**src/rtl/bus_arbiter_pkg.sv**
```systemverilog
// Shared types and constants for the bus arbiter.
package bus_arbiter_pkg;

    localparam int unsigned MAX_SRC = 24;
    localparam int unsigned SEL_W   = 5;
    localparam int unsigned HOLD_W  = 8;

    localparam logic [SEL_W-1:0] SEL_NONE = 5'd31;

    typedef enum logic [1:0] {
        IDLE = 2'd0,
        BUSY = 2'd1,
        TURN = 2'd2
    } state_t;

endpackage

```
**src/rtl/bus_arbiter_rr_pick.sv**
```systemverilog
// Round-robin winner search: first set request at or after ptr, wrapping.
module rr_pick
    import bus_arbiter_pkg::*;
#(
    parameter int unsigned N_SRC = MAX_SRC
) (
    input  logic [N_SRC-1:0] req,
    input  logic [SEL_W-1:0] ptr,
    output logic [SEL_W-1:0] winner,
    output logic             found
);

    int unsigned idx;

    // Scan N_SRC positions starting at ptr; the first hit wins.
    always_comb begin
        winner = '0;
        found  = 1'b0;
        idx    = 0;
        for (int unsigned k = 0; k < N_SRC; k++) begin
            idx = 32'(ptr) + k;
            if (idx >= N_SRC) begin
                idx = idx - N_SRC;
            end
            if (!found && req[idx]) begin
                found  = 1'b1;
                winner = SEL_W'(idx);
            end
        end
    end

endmodule

```
**src/rtl/bus_arbiter.sv**
```systemverilog
// Round-robin bus arbiter with hold limit and one-cycle turnaround.
module bus_arbiter
    import bus_arbiter_pkg::*;
#(
    parameter int unsigned N_SRC    = 24,
    parameter int unsigned MAX_HOLD = 8
) (
    input  logic             clock,
    input  logic             clear_n,
    input  logic [N_SRC-1:0] req,
    input  logic             xfer_release,
    output logic [N_SRC-1:0] grant,
    output logic             grant_valid,
    output logic [SEL_W-1:0] sel,
    output logic             timeout
);

    state_t            state;
    logic [SEL_W-1:0]  ptr;
    logic [HOLD_W-1:0] hold_cnt;
    logic [SEL_W-1:0]  winner;
    logic              found;
    logic              owner_req;
    logic              at_limit;

    rr_pick #(
        .N_SRC (N_SRC)
    ) u_pick (
        .req    (req),
        .ptr    (ptr),
        .winner (winner),
        .found  (found)
    );

    assign owner_req = |(req & grant);
    assign at_limit  = (hold_cnt == HOLD_W'(MAX_HOLD));

    // Arbitration FSM; grant, ptr, hold_cnt and timeout are all registered here.
    always_ff @(posedge clock or negedge clear_n) begin
        if (!clear_n) begin
            state    <= IDLE;
            grant    <= '0;
            ptr      <= '0;
            hold_cnt <= '0;
            timeout  <= 1'b0;
        end else begin
            timeout <= 1'b0;
            case (state)
                IDLE: begin
                    if (found) begin
                        grant    <= N_SRC'(1) << winner;
                        ptr      <= (winner == SEL_W'(N_SRC - 1)) ? '0 : winner + SEL_W'(1);
                        hold_cnt <= HOLD_W'(1);
                        state    <= BUSY;
                    end
                end
                BUSY: begin
                    if (xfer_release || !owner_req || at_limit) begin
                        grant    <= '0;
                        hold_cnt <= '0;
                        state    <= TURN;
                        // Only a forced revoke (owner still wants the bus) is a timeout.
                        timeout  <= at_limit && !xfer_release && owner_req;
                    end else begin
                        hold_cnt <= hold_cnt + HOLD_W'(1);
                    end
                end
                TURN: begin
                    state <= IDLE;
                end
                default: begin
                    state <= IDLE;
                end
            endcase
        end
    end

    // Binary owner index decoded straight from the registered grant.
    always_comb begin
        sel = SEL_NONE;
        for (int unsigned i = 0; i < N_SRC; i++) begin
            if (grant[i]) begin
                sel = SEL_W'(i);
            end
        end
    end

    assign grant_valid = |grant;

endmodule

```
**config.mk**
```make
export PLATFORM = sky130hd
export DESIGN_NAME = bus_arbiter
export DESIGN_NICKNAME = d
export VERILOG_FILES = /design/src/rtl/bus_arbiter_pkg.sv /design/src/rtl/bus_arbiter_rr_pick.sv /design/src/rtl/bus_arbiter.sv
export SDC_FILE = /design/constraint.sdc
export NUM_CORES = 1
export LEC_CHECK = 0
export ABC_CLOCK_PERIOD_IN_PS = 6200
export CORE_MARGIN = 2
export CORE_UTILIZATION = 56
export DETAILED_ROUTE_END_ITERATION = 8
export PLACE_DENSITY = 0.82
export SKIP_CTS_REPAIR_TIMING = 1
export SYNTH_ARGS = -nofsm -noshare
export SYNTH_HDL_FRONTEND = slang
export SYNTH_HIERARCHICAL = 1
export SYNTH_SLANG_ARGS = --single-unit
```
**constraint.sdc**
```tcl
create_clock -name clock -period 6.2 [get_ports clock]
set_clock_uncertainty 0.2 [all_clocks]
set_input_delay 1.24 -clock clock [delete_from_list [all_inputs] [get_ports clock]]
set_output_delay 1.24 -clock clock [all_outputs]
set_load 0.02 [all_outputs]
```
# Yosys cells after proc, flatten, opt, wreduce, memory -nomap -nowiden
# Cells that the tools add are included.
# op_classes
shifts	1
magnitude_cmp	48
add_sub_neg	49
n_mux	156
bitwise_logic	1
eq_ne	5
n_reduce_logical	60
# ops
operator	count
32-bit by 6-bit less-than comparator with 1-bit output, second input constant	24
32-bit 2-to-1 mux	24
32-bit by 5-bit >= comparator with 1-bit output, second input constant	23
32-bit by 5-bit subtractor with 32-bit output, second input constant	23
5-bit 2-to-1 mux	49
1-bit binary-select mux with 5-bit select	24
1-bit 2-to-1 mux	50
5-bit by 4-bit adder with 6-bit output, second input constant	8
5-bit by 5-bit adder with 6-bit output, second input constant	8
24-bit 2-to-1 mux	2
24-bit case mux with 2 select lines	1
24-bit OR reduction	2
1-bit logical AND	25
1-bit zero test	25
5-bit by 3-bit adder with 6-bit output, second input constant	4
24-bit bitwise AND	1
1-bit by 5-bit left shift with 24-bit output, first input constant	1
8-bit 2-to-1 mux	2
8-bit case mux with 2 select lines	1
5-bit by 2-bit adder with 6-bit output, second input constant	2
8-bit by 1-bit adder with 8-bit output, second input constant	1
8-bit by 4-bit equality test with 1-bit output, second input constant	1
5-bit by 1-bit adder with 6-bit output, second input constant	1
2-bit AND reduction	3
other kinds (12)	15
# totals
output_inout_bits	31
word_cells	325
in_bits	27
reg_bits	40

# Longest topological paths before layout
# Gate-level depths: netlist of the first run.
# depth
word_depth	77
depth_mapped	30
ltp_nobuf	24

# Hierarchy
# The synthesis of the first run kept the hierarchy.
# modules_own_cells
module	area_per_inst_um2	instances	cells_per_inst	seq_area_each_um2
rr_pick	5958.2	1	773	0.0
bus_arbiter	2215.9	1	225	1001.0

# Worst setup path before layout of the first run
# Ideal clock, no wire load.
# synth_path
path_kind	reg2reg
from	reg ptr[1]
to	reg grant[23]
path_slack_ns	0.352
n_path_buf	5
stages_incl_launch_ff	29
t_arrival_ns	5.527
setup_time_ns	0.121
period_less_slack_ns	5.848
required_ns	5.879
path_cell_list	dfrtp_1 > buf_6 > buf_8 > buf_8 > clkbuf_1 > inv_1 > ha_1 > clkbuf_1 > inv_1 > a21oi_1 > xnor2_1 > inv_1 > ha_1 > nor2_1 > nand2_1 > o31ai_1 > o21ai_1 > nor3_1 > nor3_2 > a21o_1 > a221o_1 > a211oi_1 > o31ai_1 > a221oi_2 > a211o_1 > o21ai_1 > ha_1 > ha_1 > a22o_1
# synth_via
elab_chain_cells	77
elab_cells_between_ends	242
cone_classes	add/sub (47); order compare (24); eq/ne (1); shift (1); mux (122); reduce/logical (47)
# synth_lines
element	line	rtl
start, declared	bus_arbiter.sv:19	logic [SEL_W-1:0] ptr;
start signal, assigned	bus_arbiter.sv:52	ptr <= (winner == SEL_W'(N_SRC - 1)) ? '0 : winner + SEL_W'(1);
parallel branches: the longest is 73 deep, another holds 32-bit by 5-bit subtractor with 32-bit output	n/a	
5-bit 2-to-1 mux (*)	bus_arbiter_rr_pick.sv:25	if (!found && req[idx]) begin
named net winner[1]	bus_arbiter.sv:21	logic [SEL_W-1:0] winner;
1-bit by 5-bit left shift with 24-bit output (*)	bus_arbiter.sv:51	grant <= N_SRC'(1) << winner;
24-bit 2-to-1 mux (*)	bus_arbiter.sv:50	if (found) begin
24-bit case mux with 2 select lines (*)	bus_arbiter.sv:48	case (state)
end signal, assigned	bus_arbiter.sv:51	
end, declared	bus_arbiter.sv:12	output logic [N_SRC-1:0] grant,
# Mark *: on every way through the listed nets, which the timed path passes. The select of a mux whose other input is x is not followed.
# A chain may end at the register's enable or synchronous reset.

# Worst setup path in the final report of the first run
# layout_path
from	in req[21]
to	reg grant[19]
# layout_via
elab_chain_cells	75
elab_cells_between_ends	153
cone_classes	eq/ne (2); shift (1); mux (98); bitwise (1); reduce/logical (51)
# layout_lines
element	line	rtl
start, declared	bus_arbiter.sv:10	input logic [N_SRC-1:0] req,
1-bit binary-select mux with 5-bit select	bus_arbiter_rr_pick.sv:25	
1-bit 2-to-1 mux (implied by the code)	bus_arbiter_rr_pick.sv:25	
1-bit 2-to-1 mux	bus_arbiter_rr_pick.sv:25	
1-bit zero test	bus_arbiter_rr_pick.sv:25	
1-bit logical AND	bus_arbiter_rr_pick.sv:25	
1-bit 2-to-1 mux	bus_arbiter_rr_pick.sv:25	
1-bit zero test	bus_arbiter_rr_pick.sv:25	
1-bit logical AND	bus_arbiter_rr_pick.sv:25	
[... 60 more ...]	n/a	
1-bit 2-to-1 mux	bus_arbiter_rr_pick.sv:25	
1-bit zero test	bus_arbiter_rr_pick.sv:25	
1-bit logical AND	bus_arbiter_rr_pick.sv:25	
5-bit 2-to-1 mux (*)	bus_arbiter_rr_pick.sv:25	
named net winner[1]	bus_arbiter.sv:21	
1-bit by 5-bit left shift with 24-bit output (*)	bus_arbiter.sv:51	
24-bit 2-to-1 mux (*)	bus_arbiter.sv:50	
24-bit case mux with 2 select lines (*)	bus_arbiter.sv:48	
# The timed path passes the listed nets; every way through them passes the cells marked *. The select of a mux whose other input is x is not followed.

==> qor.yml, run 1 <==
critical_path:
  worst-path-buf-inv: 5
  critPathSlowestCell: "mux4_2"
  critPathRequiredTime_ns: 6.18
  rr_endpoint: "grant[1]$_DFFE_PN0P_"
  reg2reg_slack_ns: 0.22
  cp_max_fo: 5
  crit_type: "input pin to register"
  end_kind: "register"
  cp_common_cell: "buf_4"
  path_delay_family: "compound AO/OA/AOI/OAI gates"
  rr_worst_depth: 23
  cp_cell_sequence: "clkdlybuf4s50_1 -> buf_4 -> mux4_2 -> nand2_1 -> nand2_1 -> or3_1 -> o211a_2 -> or2_1 -> a21o_1 -> a221o_1 -> a211oi_1 -> buf_4 -> o31ai_1 -> buf_4 -> a221oi_2 -> buf_4 -> o21ai_1 -> ha_1 -> ha_1 -> a22o_1"
  arrival_ns: 6.00
  critPathMaxStageDelay_ns: 0.54
  worstSetupStartpointType: "input pin"
  r2r-start: "ptr[3]$_DFFE_PN0P_"
clock_network:
  clkSinkCount: 40
  cts_buffer_depth: 2
  cts-buffers-inserted: 5
  path_clk_slew_ns: 0.06
  cts_tree: "done"
  clk_latency_ns: 0.29
  cts_root_buf: "clkbuf_16"
  htreeDepth: 2
final_layout:
  fin_area_sq_um: 9800
  layout-drive-gt1-share_pct: 22.4
  fin_util_pct: 68.2
  area_delta_synth_final_pct: 19.9
  nFillCells: 1206
  diodes: 0
  fin_nets: 1216
yosys:
  syn-num-nets: 1073
  syn_inst: 998
  synth-seq-area-share_pct: 12.2
  synth-seq-cells: 40
  ys.flop_type: "dfrtp_1"
  synth_cell_type_count: 115
  yosysTopAreaCell: "dfrtp_1"
  synth_area_sq_um: 8170
  synth_edf_count: 0
  synthTopCellsByArea: "dfrtp_1, ha_1, mux4_2"
  postSynth.asyncResetShare_pct: 100
  yosys_warnings: 6
  syn_avg_cell_area_sq_um: 8.19
  yosysMostFrequentCell: "nand2_1"
  synthTopCellsByCount: "nand2_1, nor2_1, a21oi_1, ha_1, inv_1"
  synth_top_area_share_pct: 12.2
floorplanning:
  start_util_pct: 56.9
  die-area_sq_um: 15600
  io_pins: 58
  die_w_microns: 125
  core_sq_um: 14400
  rows: 44
  die_h_microns: 125
sta:
  min_period_ns: 6.02
  tightest_slew_ns: 0.883
  hold_viol_final: 0
  drv_slew: 0
  relSlewSlack_pct: 41.1
  setup_viol: 0
  finalCritPeriodShare_pct: 97.1
  clock.fmax_ghz: 0.166
place:
  portBuffers: 57
  place_congestion: 1.04
  hpwl_mm: 25.7
  placed_area_sq_um: 9490
drt:
  drtIter0Drc: 1069
  ant_nets: 0
  wl_per_cell_microns: 24.6
  vias: 9406
  drt_first_pass_iters: 6
  route.detailed.drc: 0
  drt-total-wl_mm: 32.6
  via_per_inst: 7.09
global_route:
  grt_max_degree: 41
  grt_usage_pct: 40.3
  grt_pass1_wl_mm: 50.3
  overflow: 0
  antenna_found_initial: 0
  first_global_vias: 8750
run:
  drv_cap: 0
run_status:
  outcome: "finished, final reports clean"
hold_path:
  holdPathStages: 1
  min_to: "hold_cnt[7]$_DFFE_PN0P_"
  min-delay-start: "hold_cnt[7]$_DFFE_PN0P_"
  worst_hold_path_type: "register to register"
==> logic make-up after synthesis <==
| kind of cell | Yosys count | synth area share (%) |
|---|---|---|
| adder cells (fa/ha/maj) | 48 | 7.35 |
| multiplexers | 85 | 15.3 |
| XOR/XNOR | 34 | 4.06 |
| flip-flops | 40 | 12.2 |
| buffers and inverters | 101 | 7.12 |
| AO/OA/AOI/OAI | 318 | 28.9 |
| AND/OR/NAND/NOR | 372 | 25.1 |
==> cell type report <==
cell class | instances | area, sq um | share of cell area (%)
Inverter | 48 | 184 | 1.88
Multi-Input combinational cell | 857 | 6660 | 67.9
Tap cell | 184 | 230 | 2.35
Sequential cell | 40 | 1010 | 10.3
Timing Repair Buffer | 189 | 1560 | 15.9
Clock inverter | 3 | 46.3 | 0.472
Clock buffer | 5 | 125 | 1.28
==> layout by cell type (no fill, tap or decap), drive strengths merged, types with 7 or more instances in the layout <==
cell type / instances
a211o: 8
a211oi: 21
a21boi: 7
a21o: 13
a21oi: 59
a22o: 11
a22oi: 19
a31oi: 9
and2: 13
and3: 12
buf: 133
clkdlybuf4s50: 56
dfrtp: 40
ha: 48
inv: 48
mux2: 12
mux2i: 45
mux4: 28
nand2: 93
nand2b: 13
nand3: 32
nand4: 12
nor2: 72
nor2b: 15
nor3: 34
nor3b: 9
nor4: 20
o211a: 7
o211ai: 14
o21a: 8
o21ai: 43
o22ai: 12
o2bb2ai: 20
o31ai: 13
or2: 8
or3: 13
xnor2: 29
==> registers in the layout, summed over array words and instances, names as in the netlist <==
name,cells
ptr,5
grant,24
timeout,1
hold_cnt,8
state,2
==> per-stage QoR <==
step	instances	hold WS (ns)	TNS, ns	setup WS [ns]
after floorplan	998	0.311	0	0.352
after global placement	1308	0.346	-0.205	-0.0374
after detailed placement	1308	0.348	-0.0179	-0.0130
after CTS	1316	0.362	0	0.137
after global routing	1326	0.390	-0.0195	-0.0195
final	1326	0.371	0	0.179
==> metal layers <==
metal / vias up / GRT usage, % / part of all wire [%]
met2: 642 / 65.9 / 45
met4: 0 / 19.7 / 6.1
li1: 4152 / - / -
met3: 137 / 6.66 / 9.5
met5: - / 0 / 0
met1: 4475 / 51.9 / 39
==> how the worst max path moves through the flow <==
stage,startpoint,endpoint,slack [ns],cells after the start
6_report,req[21],grant[19]$_DFFE_PN0P_,0.18,20
5_1_grt,ptr[2]$_DFFE_PN0P_,ptr[2]$_DFFE_PN0P_,-0.02,23
4_1_cts,ptr[1]$_DFFE_PN0P_,grant[19]$_DFFE_PN0P_,0.14,21
3_5_place_dp,req[20],grant[19]$_DFFE_PN0P_,-0.01,19
2_1_floorplan,ptr[1]$_DFFE_PN0P_,grant[23]$_DFFE_PN0P_,0.35,28
3_3_place_gp,req[20],grant[20]$_DFFE_PN0P_,-0.04,20
Power of run 1 is not shown: default switching activity piles up to over one toggle a cycle in this logic, so the estimate is an artifact.
==> run 2: changes to the inputs <==
Settings changed: CORE_UTILIZATION 56 to 55, PLACE_DENSITY 0.82 to 0.8.
==> run 2 against run 1 <==
  * Count of clock-buffer cells in the layout is 1 higher
  * Wire length shrank 6.7%
  * Utilization shrank 4.7 points
  * Worst setup slack improved by 0.041 ns
  * Design area decreased by 5.8%
  * Via count shrank 5.0%
  * Sequential share of layout area increased by 0.64 points
  * Worst hold slack got worse by 0.015 ns
  * Sequential cell count stayed put
  * Critical path type unchanged
  * Final cell count fell by 5.4%
  * Largest cell class unchanged
==> qor.yml, run 2 (synthesis gave the netlist of run 1 again) <==
run_status:
  outcome: "finished, final reports clean"
hold_path:
  min_to: "hold_cnt[6]$_DFFE_PN0P_"
  min-delay-start: "hold_cnt[6]$_DFFE_PN0P_"
  holdPathStages: 1
  worst_hold_path_type: "register to register"
drt:
  route.detailed.drc: 0
  drt_first_pass_iters: 5
  vias: 8934
  wl_per_cell_microns: 24.2
  via_per_inst: 7.12
  ant_nets: 0
  drtIter0Drc: 929
  drt-total-wl_mm: 30.4
sta:
  relSlewSlack_pct: 40.8
  tightest_slew_ns: 0.889
  clock.fmax_ghz: 0.167
  worst_slack_ns: 0.220
  hold_viol_final: 0
  setup_viol: 0
  finalCritPeriodShare_pct: 96.5
  min_period_ns: 5.98
  drv_slew: 0
  hold_slack_ns: 0.356
floorplanning:
  rows: 44
  die_w_microns: 126
  core_sq_um: 14500
  start_util_pct: 56.2
  io_pins: 58
  die-area_sq_um: 15900
  die_h_microns: 126
clock_network:
  clkSinkCount: 40
  cts_buffer_depth: 2
  cts_root_buf: "clkbuf_16"
  cts_tree: "done"
  clk_latency_ns: 0.29
  path_clk_slew_ns: 0.06
  htreeDepth: 2
  cts-buffers-inserted: 5
place:
  dp_slack_ns: -0.0938
  hpwl_mm: 23.8
  placed_area_sq_um: 9010
  portBuffers: 57
  dp_cells: 1244
  place_congestion: 1.08
final_layout:
  area_delta_synth_final_pct: 13.0
  fin_area_sq_um: 9240
  nFillCells: 1308
  largest_reg_flops: 24
  final_cell_mix: "nand2_1, nor2_1, buf_4, clkdlybuf4s50_1, a21oi_1"
  regMostFlops: "grant"
  layout-drive-gt1-share_pct: 17.0
  final_cells: 1255
  final_common_cell: "nand2_1"
  diodes: 0
  top_regs: "grant (24), hold_cnt (8), ptr (5)"
  fin_nets: 1145
critical_path:
  cp_max_fo: 12
  worstSetupStartpointType: "input pin"
  reg2reg_slack_ns: 0.26
  r2r-start: "ptr[3]$_DFFE_PN0P_"
  crit_type: "input pin to register"
  critPathRequiredTime_ns: 6.21
  rr_endpoint: "grant[19]$_DFFE_PN0P_"
  rr_worst_depth: 22
  end_kind: "register"
  arrival_ns: 5.99
run:
  drv_cap: 0
global_route:
  grt_max_degree: 41
  grt_usage_pct: 37.5
  first_global_vias: 8516
  antenna_found_initial: 0
  overflow: 0
  grt_pass1_wl_mm: 47.5
-- run 2: cell types whose count changed in the layout (fill, tap and decap cells not counted), sizes merged --
cell    delta
buf       -71
bufinv     -1
clkbuf     +1
clkinv     +1
inv        -1
-- run 2: how the worst max path moves through the flow --
stage	start	endpoint	slack [ns]	cells past startpoint
floorplan	ptr[1]$_DFFE_PN0P_	grant[23]$_DFFE_PN0P_	0.35	28
global placement	req[22]	grant[21]$_DFFE_PN0P_	0.004	17
detailed placement	req[22]	grant[16]$_DFFE_PN0P_	-0.09	17
CTS	ptr[3]$_DFFE_PN0P_	grant[9]$_DFFE_PN0P_	0.1	23
global route	ptr[2]$_DFFE_PN0P_	grant[16]$_DFFE_PN0P_	-0.01	21
finish	req[7]	grant[16]$_DFFE_PN0P_	0.22	17
-- run 2: cell type report --
cell class	instances	area, sq um	share of cell area (%)
inverters	48	184	1.99
well taps	184	230	2.49
clock buffers	6	129	1.40
repair buffers	118	1020	11.1
flip-flops and latches	40	1010	10.9
multi-input cells	857	6650	72.0
clock inverters	2	12.5	0.135
-- run 2: worst max-delay path: stages --
cell and delay (ns):
clkdlybuf4s50_1 0.56, mux4_1 0.55, mux2_2 0.36, mux2i_1 0.16, nor2_1 0.07, a31oi_2 0.27
and3_1 0.35, nand3_4 0.22, or3_1 0.48, o22a_1 0.23, nor3_1 0.19, nor4_1 0.10
a21oi_1 0.19, nand2b_1 0.31, nor2b_1 0.26, nand2_1 0.23, o2bb2ai_1 0.22
-- run 2: metrics by stage --
stage               util, %  setup TNS [ns]
detailed placement     62.0          -0.372
floorplan                 -               0
finish                 63.6               0
global route           63.6        -0.00995
CTS                    62.9               0
global placement       62.0               0
-- run 2: metal layers --
layer	up-vias	track usage (%)	part of all wire, %
li1	4014	-	-
met1	4178	48.7	38
met2	628	60.4	45
met3	114	6.03	11
met4	0	19.6	6.1
met5	-	0	0
Power of run 2 is left out for the same reason.
